[config.mk]
export PLATFORM = sky130hd
export DESIGN_NAME = fast_pack
export DESIGN_NICKNAME = d
export VERILOG_FILES = /design/src/rtl/fast_link_pkg.sv /design/src/rtl/fast_pack_buf.sv /design/src/rtl/fast_pack.sv
export SDC_FILE = /design/constraint.sdc
export NUM_CORES = 1
export LEC_CHECK = 0
export BUFFER_PORTS_ARGS = -buffer_cell sky130_fd_sc_hd__buf_2
export CAP_MARGIN = 20
export CORE_UTILIZATION = 60
export CTS_BUF_LIST = sky130_fd_sc_hd__clkbuf_8
export DETAILED_ROUTE_END_ITERATION = 10
export GPL_ROUTABILITY_DRIVEN = 0
export PLACE_DENSITY_LB_ADDON = 0.1
export SETUP_SLACK_MARGIN = 0.2
export SLEW_MARGIN = 0
export SYNTH_ARGS = -nofsm -noshare
export SYNTH_HDL_FRONTEND = slang
export SYNTH_SLANG_ARGS = --single-unit
[constraint.sdc]
create_clock -name clk80 -period 3.7 [get_ports clk80]
set_clock_uncertainty 0.1 [all_clocks]
set_input_delay 0.555 -clock clk80 [delete_from_list [all_inputs] [get_ports clk80]]
set_output_delay 0.555 -clock clk80 [all_outputs]
set_load 0.01 [all_outputs]
[src/rtl/fast_link_pkg.sv]
// Shared constants, serializer state type and packing helpers for the fast
// telemetry byte link (packer and extractor).
package fast_link_pkg;

  localparam int FRAME_BYTES = 14;
  localparam int DATA_BYTES  = 12;
  localparam int GRP_BYTES   = 3;
  localparam int GRP_WORDS   = 4;
  localparam int WORD_W      = 6;
  localparam int BYTE_W      = 8;

  localparam logic [BYTE_W-1:0] PAD0_DEF = 8'h00;
  localparam logic [BYTE_W-1:0] PAD1_DEF = 8'h00;

  typedef enum logic [1:0] {IDLE, LOAD, HIGH, LOW} serState_t;

  // Pack w0..w3 into {C, B, A}; A sits in the low byte so it leaves first.
  function automatic logic [GRP_BYTES*BYTE_W-1:0] packGroup(
    input logic [GRP_WORDS-1:0][WORD_W-1:0] w
  );
    return {w[3][5:4], w[2], w[3][3:2], w[1], w[3][1:0], w[0]};
  endfunction

  // Frame byte indices that carry byte A of a group.
  function automatic logic isGrpStart(input logic [3:0] idx);
    return (idx == 4'd1) || (idx == 4'd4) || (idx == 4'd7) || (idx == 4'd10);
  endfunction

endpackage

[src/rtl/fast_pack_buf.sv]
// Four-word collection buffer: fills in arrival order, reports full, and is
// emptied in one cycle when the serializer takes the group.
module fast_pack_buf
  import fast_link_pkg::*;
(
  input  logic                              clk80,
  input  logic                              reset,
  input  logic [WORD_W-1:0]                 wrData,
  input  logic                              wrEn,
  input  logic                              clear,
  output logic [GRP_WORDS-1:0][WORD_W-1:0]  words,
  output logic                              full
);

  logic [2:0] fillCnt;
  logic       accept;

  assign full   = (fillCnt == 3'(GRP_WORDS));
  assign accept = wrEn && !full;

  // Fill counter; clear wins, and only ever arrives while full so no write collides.
  always_ff @(posedge clk80 or negedge reset) begin
    if (!reset)      fillCnt <= '0;
    else if (clear)  fillCnt <= '0;
    else if (accept) fillCnt <= fillCnt + 3'd1;
  end

  // Word storage; contents are only consumed once all four slots are written.
  always_ff @(posedge clk80) begin
    if (accept) words[fillCnt[1:0]] <= wrData;
  end

endmodule

[src/rtl/fast_pack.sv]
// Transmit-side packer: groups of four 6-bit words become three link bytes,
// 14-byte frames (4 groups + 2 pads), each byte sent with a stretched strobe.
module fast_pack
  import fast_link_pkg::*;
#(
  parameter int                HI_CYC = 4,
  parameter int                LO_CYC = 4,
  parameter logic [BYTE_W-1:0] PAD0   = PAD0_DEF,
  parameter logic [BYTE_W-1:0] PAD1   = PAD1_DEF
)(
  input  logic              clk80,
  input  logic              reset,
  input  logic [WORD_W-1:0] iData,
  input  logic              iVal,
  output logic              oRdy,
  output logic [BYTE_W-1:0] oData,
  output logic              oVal,
  output logic              oFrm
);

  serState_t                         state, stateNext;
  logic [3:0]                        dlyCnt, dlyCntNext;
  logic [3:0]                        frmIdx, frmIdxNext;
  logic [GRP_WORDS-1:0][WORD_W-1:0]  bufWords;
  logic                              bufFull;
  logic                              grpXfer;
  logic                              isPad;
  logic [GRP_BYTES*BYTE_W-1:0]       txReg;
  logic [BYTE_W-1:0]                 curByte;

  fast_pack_buf uBuf (
    .clk80  (clk80),
    .reset  (reset),
    .wrData (iData),
    .wrEn   (iVal),
    .clear  (grpXfer),
    .words  (bufWords),
    .full   (bufFull)
  );

  assign oRdy  = !bufFull;
  assign isPad = (frmIdx > 4'(DATA_BYTES));

  always_comb begin
    curByte = txReg[BYTE_W-1:0];
    if (frmIdx == 4'(DATA_BYTES + 1))      curByte = PAD0;
    else if (frmIdx == 4'(FRAME_BYTES))    curByte = PAD1;
  end

  // Serializer next state: pads go out unconditionally, data waits for a full group.
  always_comb begin
    stateNext  = state;
    dlyCntNext = dlyCnt;
    frmIdxNext = frmIdx;
    grpXfer    = 1'b0;
    unique case (state)
      IDLE: begin
        if (isPad) begin
          stateNext = LOAD;
        end else if (bufFull) begin
          stateNext = LOAD;
          grpXfer   = isGrpStart(frmIdx);
        end
      end
      LOAD: begin
        stateNext  = HIGH;
        dlyCntNext = '0;
      end
      HIGH: begin
        if (dlyCnt == 4'(HI_CYC - 1)) begin
          stateNext  = LOW;
          dlyCntNext = '0;
        end else begin
          dlyCntNext = dlyCnt + 4'd1;
        end
      end
      LOW: begin
        if (dlyCnt == 4'(LO_CYC - 1)) begin
          frmIdxNext = (frmIdx == 4'(FRAME_BYTES)) ? 4'd1 : frmIdx + 4'd1;
          stateNext  = isGrpStart(frmIdxNext) ? IDLE : LOAD;
        end else begin
          dlyCntNext = dlyCnt + 4'd1;
        end
      end
      default: stateNext = IDLE;
    endcase
  end

  // Serializer state, delay counter and frame byte index.
  always_ff @(posedge clk80 or negedge reset) begin
    if (!reset) begin
      state  <= IDLE;
      dlyCnt <= '0;
      frmIdx <= 4'd1;
    end else begin
      state  <= stateNext;
      dlyCnt <= dlyCntNext;
      frmIdx <= frmIdxNext;
    end
  end

  // Link outputs: byte and strobe launch as LOAD is left, strobe drops at end of HIGH.
  always_ff @(posedge clk80 or negedge reset) begin
    if (!reset) begin
      oData <= '0;
      oVal  <= 1'b0;
      oFrm  <= 1'b0;
    end else begin
      oFrm <= 1'b0;
      if (state == LOAD) begin
        oData <= curByte;
        oVal  <= 1'b1;
        oFrm  <= (frmIdx == 4'd1);
      end else if (state == HIGH && stateNext == LOW) begin
        oVal  <= 1'b0;
      end
    end
  end

  // Group output register: loaded on transfer, shifted as each data byte launches.
  always_ff @(posedge clk80) begin
    if (grpXfer)                      txReg <= packGroup(bufWords);
    else if (state == LOAD && !isPad) txReg <= txReg >> BYTE_W;
  end

endmodule

==> run_results.csv, run 1 <==
group,metric,value,unit
cts,cts_max_path_buffers,2,
sta,hold_slack,0.09506,ns
synth,synth_common_cells,"48 x edfxtp_1, 22 x dfrtp_1, 12 x a22o_1",
layout,multiInputGateArea,929.6,sq um
synth,synthCells,204,
critical_path,cp.required,3.68,ns
layout,final_util,70.43,%
drt,top_layer,"met4",
synth,synth_top_area_share,47.47,%
sta,report.final.slew_viol_count,0,
critical_path,rrSetupSlack,1.29,ns
global_route,antenna_found_initial,0,
global_route,grt_overflow,0,
synth,yosysUniqueCellTypes,38,
critical_path,rr_worst_depth,7,
die,placeableCoreArea,4786,sq um
synth,yosys_warnings,0,
drt,avgViaCountPerCell,5.777,
pwr,total_power,2523,uW
sta,finalWorstSetupSlack,1.293,ns
pwr,cellPowerDensity,748.4,nW/um^2
placement,hpwl,3335,um
die,initial_core_util,63.45,%
critical_path,cp.arrival,2.39,ns
job,maxCapViolations,0,
synth,synthesis.area,3037,sq um
cts,cts_tree,"built",
drt,route.met2.wl,2389,um
critical_path,crit_path_end,"txReg[12]",
critical_path,critPathLaunchType,"register",
cts,hold_buffers,0,
die,fp.dieW,73.14,um
global_route,grt_pass1_wl,8059,um
pwr,power_leakage,0.001345,uW
cts,cts_sinks,71,
pwr,irDropWorstVdd,343.4,uV
status,status,"finished clean",
layout,antennaDiodeCount,0,
synth,synth_ff_type,"edfxtp_1",
cts,cts_inserted_buffers,9,
die,pin_count,20,
hold_path,hold_path_class,"input pin to async pin",
drt,dr.pass1.iters,4,
drt,vias,1739,
layout,area_growth,11.00,%
cts,clk_latency,0.33,ns
layout,regArea,2018,sq um
drt,wl_per_cell,16.35,um
synth,syn_nets,224,
critical_path,critical_path_class,"register to register",
die,row_count,25,
synth,ys_seq_area_share,66.46,%
sta,rsz0062_at_grt,"false",
drt,drc,0,
synth,synthTopCellsByArea,"edfxtp_1 47%, dfrtp_1 18%, ha_1 4.5%, mux2_4 4.4%, a22o_1 3.5%",
synth,async_flop_share,32.39,%
synth,synth-edff-count,48,
critical_path,critPathCaptureType,"register",
synth,synth.avg_cell_area,14.89,sq um
cts,cts_setup_buffers,0,
drt,routed_wirelength,4921,um
cts,cts-resized-gates,0,
sta,period_share,65.04,%
drt,wl_met3,242,um
critical_path,r2r-end,"txReg[12]",
global_route,grt_max_degree,28,
sta,final-hold-violation-count,0,
sta,slew_headroom,49.24,%
drt,drtIter0Drc,123,
placement,dp_slack,1.349,ns
layout,drive_above_1_share,24.36,%
sta,setup-tns-final,0,ns
sta,fin_crit,2.407,ns
sta,max_freq,415.5,MHz
die,die_h,73.14,um
cts,htree_levels,3,
synth,synth_top_area_cell,"edfxtp_1",
layout,fillers,317,
cts,cts_root_buf,"clkbuf_8",
placement,io_buffer_count,19,
critical_path,worstReg2RegStart,"frmIdx[0]",
synth,yosysMostFrequentCell,"edfxtp_1",
cts,clk_pin_slew_worst_paths,0.08,ns
drt,antenna_left,0,
sta,worst_pin_slew,0.7579,ns
die,dieArea,5349,sq um
global_route,grt_pass1_vias,1665,
sta,finalSetupViolCount,0,
global_route,grt_use_total,20.95,%
drt,wl_met1,2200,um
critical_path,critPathLaunch,"frmIdx[0]",
synth,ys_ff_latch,71,
critical_path,cp_max_fo,27,
layout,nets,249,
where the power goes:
part / switching [uW] / internal, uW / total (uW) / leakage [uW]
Clock: 289 / 312 / 601 / 0.0000937
Sequential: 141 / 1110 / 1250 / 0.000726
Combinational: 366 / 306 / 672 / 0.000525
Total: 796 / 1730 / 2520 / 0.00134
flip-flops by register name, summed over array words and instances, names as in the netlist:
name          count
frmIdx            4
uBuf.words       24
oData             8
state             2
uBuf.fillCnt      3
oFrm              1
oVal              1
dlyCnt            4
txReg            24
logic make-up after synthesis:
group / synth area share (%)
compound gates: 7.788
buf+inv: 3.049
mux: 7.376
flops: 66.46
fa+ha+maj: 4.532
simple gates: 9.354
xor+xnor: 1.442
layout make-up:
| cell class | count | area share [%] |
|---|---|---|
| flip-flops and latches | 71 | 59.87 |
| multi-input cells | 117 | 27.58 |
| clock buffers | 9 | 3.675 |
| repair buffers | 21 | 3.267 |
| well taps | 67 | 2.487 |
| clock inverters | 7 | 2.116 |
| inverters | 9 | 1.002 |
placed cells by master (no fill, tap or decap), types with 2 or more instances in the layout:
master,n
nand2_1,10
buf_2,19
dfrtp_1,22
inv_6,2
nor2_1,7
xor2_1,2
clkinvlp_4,2
and2_1,10
a21oi_1,4
clkbuf_8,9
xnor2_1,3
ha_1,11
inv_1,9
and3_1,7
nand3_1,7
edfxtp_1,48
nand2b_1,3
mux2_4,9
a22o_1,12
o21ai_0,8
mux2_2,7
buf_4,2
worst min-delay path by stage:
stage                   from         to  slack [ns]
floorplan              reset  dlyCnt[0]        0.16
global placement    txReg[7]   oData[7]        0.35
detailed placement  txReg[1]   oData[1]        0.36
CTS                    reset       oFrm        0.10
global route           reset   oData[0]        0.12
finish                 reset       oFrm         0.1
critical path: stages (launching register included):
cell and delay [ns]:
dfstp_2 0.62, inv_1 0.10, ha_1 0.28, mux2i_1 0.17, o22ai_1 0.11, and3_1 0.20
buf_4 0.24, mux2_4 0.33
per-stage QoR:
step | area, sq um | cells
final | 3371 | 301
after global placement | 3176 | 285
after CTS | 3371 | 301
after global routing | 3371 | 301
after floorplan | 3037 | 204
after detailed placement | 3176 | 285
metal layers:
metal	track usage (%)	vias up
met2	32.92	58
met4	8.715	0
li1	-	803
met3	5.387	12
met5	0	-
met1	27.89	866
Power figures use the tool's default switching activity.
==> run 2: changes to the inputs <==
Clock period 3.7 ns to 2.38 ns, I/O delays scaled along.
==> run 2 against run 1 <==
- power increased by 61%
- combinational power increased by 79%
- register-to-register slack got worse by 1.2 ns
- worst setup slack got worse by 1.2 ns
- first-iteration DRC count decreased by 31%
- cell area increased by 5.5%
- core utilization increased by 3.8 points
- largest cell class unchanged
- highest routed layer unchanged
==> run_results.csv, run 2 (synthesis gave the netlist of run 1 again) <==
group,metric,value,unit
critical_path,critical-path-slowest-cell,"dfstp_2",
die,dieArea,5349,sq um
placement,dp_slack,0.1191,ns
cts,cts_tree,"built",
die,row_count,25,
cts,clk_latency,0.33,ns
critical_path,critPathLaunchType,"register",
critical_path,critPathCaptureType,"register",
critical_path,cp.arrival,2.23,ns
pwr,power_leakage,0.001416,uW
placement,io_buffer_count,19,
cts,clk_pin_slew_worst_paths,0.07,ns
layout,nets,261,
cts,cts_root_buf,"clkbuf_8",
hold_path,hold_path_class,"input pin to register",
critical_path,crit_buf_inv,1,
job,maxCapViolations,0,
die,pin_count,20,
status,status,"finished clean",
global_route,grt_pass1_wl,8804,um
layout,layout_common_cells,"48 x edfxtp_1, 21 x dfrtp_1, 19 x buf_2",
die,placeableCoreArea,4786,sq um
sta,fin_crit,2.249,ns
critical_path,slowest_delay,0.64,ns
drt,drc,0,
critical_path,cp_max_fo,14,
sta,slew_headroom,59.79,%
sta,report.final.slew_viol_count,0,
global_route,antenna_found_initial,0,
critical_path,critical_path_class,"register to register",
drt,drtIter0Drc,85,
cts,cts_inserted_buffers,9,
sta,final-hold-violation-count,0,
sta,setup-tns-final,0,ns
sta,finalSetupViolCount,0,
pwr,cellPowerDensity,1145,nW/um^2
pwr,irDropWorstVdd,688.2,uV
critical_path,crit_family,"flip-flops",
global_route,grt_overflow,0,
drt,dr.pass1.iters,4,
layout,final_common_cell,"edfxtp_1",
critical_path,crit_chain,"ha_4 -> mux2i_1 -> o22ai_1 -> and3_4 -> buf_12 -> mux2_2",
cts,htree_levels,3,
sta,finalWorstSetupSlack,0.1314,ns
drt,vias,1779,
layout,fillers,318,
die,die_h,73.14,um
sta,rsz0062_at_grt,"true",
layout,antennaDiodeCount,0,
die,initial_core_util,63.45,%
global_route,grt_max_degree,25,
layout,area_growth,17.06,%
drt,routed_wirelength,5507,um
cts,cts_sinks,71,
die,fp.dieW,73.14,um
layout,drive_above_1_share,30.49,%
drt,antenna_left,0,
placement,hpwl,3233,um
global_route,grt_use_total,23.21,%
sta,period_share,94.48,%
drt,avgViaCountPerCell,5.684,
drt,wl_per_cell,17.59,um
sta,worst_pin_slew,0.6032,ns
global_route,grt_pass1_vias,1793,
sta,max_freq,444.7,MHz
critical_path,cp.required,2.36,ns
cts,cts_max_path_buffers,2,
run 2: worst reg2reg max path, delay by kind of cell (launching register included):
| family | cells | cell delay [ns] |
|---|---|---|
| buf+inv | 1 | 0.17 |
| flops | 1 | 0.64 |
| simple gates | 1 | 0.28 |
| fa+ha+maj | 1 | 0.16 |
| mux | 2 | 0.41 |
| compound gates | 1 | 0.24 |
run 2: cell type report:
type / count / area [sq um] / share of cell area [%]
Tap cell: 67 / 83.83 / 2.358
Timing Repair Buffer: 33 / 247.7 / 6.969
Multi-Input combinational cell: 117 / 982.2 / 27.63
Clock inverter: 7 / 63.81 / 1.795
Inverter: 9 / 33.78 / 0.9504
Sequential cell: 71 / 2019 / 56.81
Clock buffer: 9 / 123.9 / 3.485
run 2: routing by layer:
metal  wire [um]  up-vias  GRT usage (%)
li1            -      831              -
met1        2542      882          32.23
met2        2611       58          35.49
met3         288        8          4.282
met4          64        0          11.33
met5           0        -              0
run 2: worst paths after layout:
path	start	end	slack [ns]	cells after the start
hold reg to reg	txReg[2]	oData[2]	0.37	1
max in group asynchronous	reset	frmIdx[1]	1.34	2
hold / removal	iData[4]	uBuf.words[4]	0.13	1
setup reg to reg	frmIdx[0]	txReg[5]	0.13	6
min in group asynchronous	reset	oData[0]	0.44	2
setup / recovery	frmIdx[0]	txReg[5]	0.13	6
run 2: what timing repair did:
| action | in CTS | in global routing |
|---|---|---|
| setup endpoints to repair | 16 | 16 |
| hold endpoints to repair | 22 | 0 |
| resized for setup | 11 | 1 |
| buffers inserted | 5 | 3 |
| hold buffers | 1 | 0 |
| gates cloned | 1 | 0 |
| pin swaps | 4 | 2 |
run 2: stage by stage:
step / area, sq um / power [uW] / std cells / hold WS (ns) / util, %
after floorplan: 3050 / 2681 / 204 / -0.03859 / -
after global routing: 3555 / 4300 / 313 / 0.1277 / 74.27
after CTS: 3530 / 4055 / 310 / 0.1245 / 73.75
final: 3555 / 4072 / 313 / 0.1341 / 74.27
after global placement: 3226 / 2951 / 287 / 0.2560 / 67.40
after detailed placement: 3226 / 3035 / 287 / 0.2697 / 67.40
run 2: power by group:
group / switching [uW] / total (uW) / internal [uW]
Combinational: 632 / 1200 / 567
Sequential: 235 / 1960 / 1730
Clock: 436 / 912 / 476
Total: 1300 / 4070 / 2770
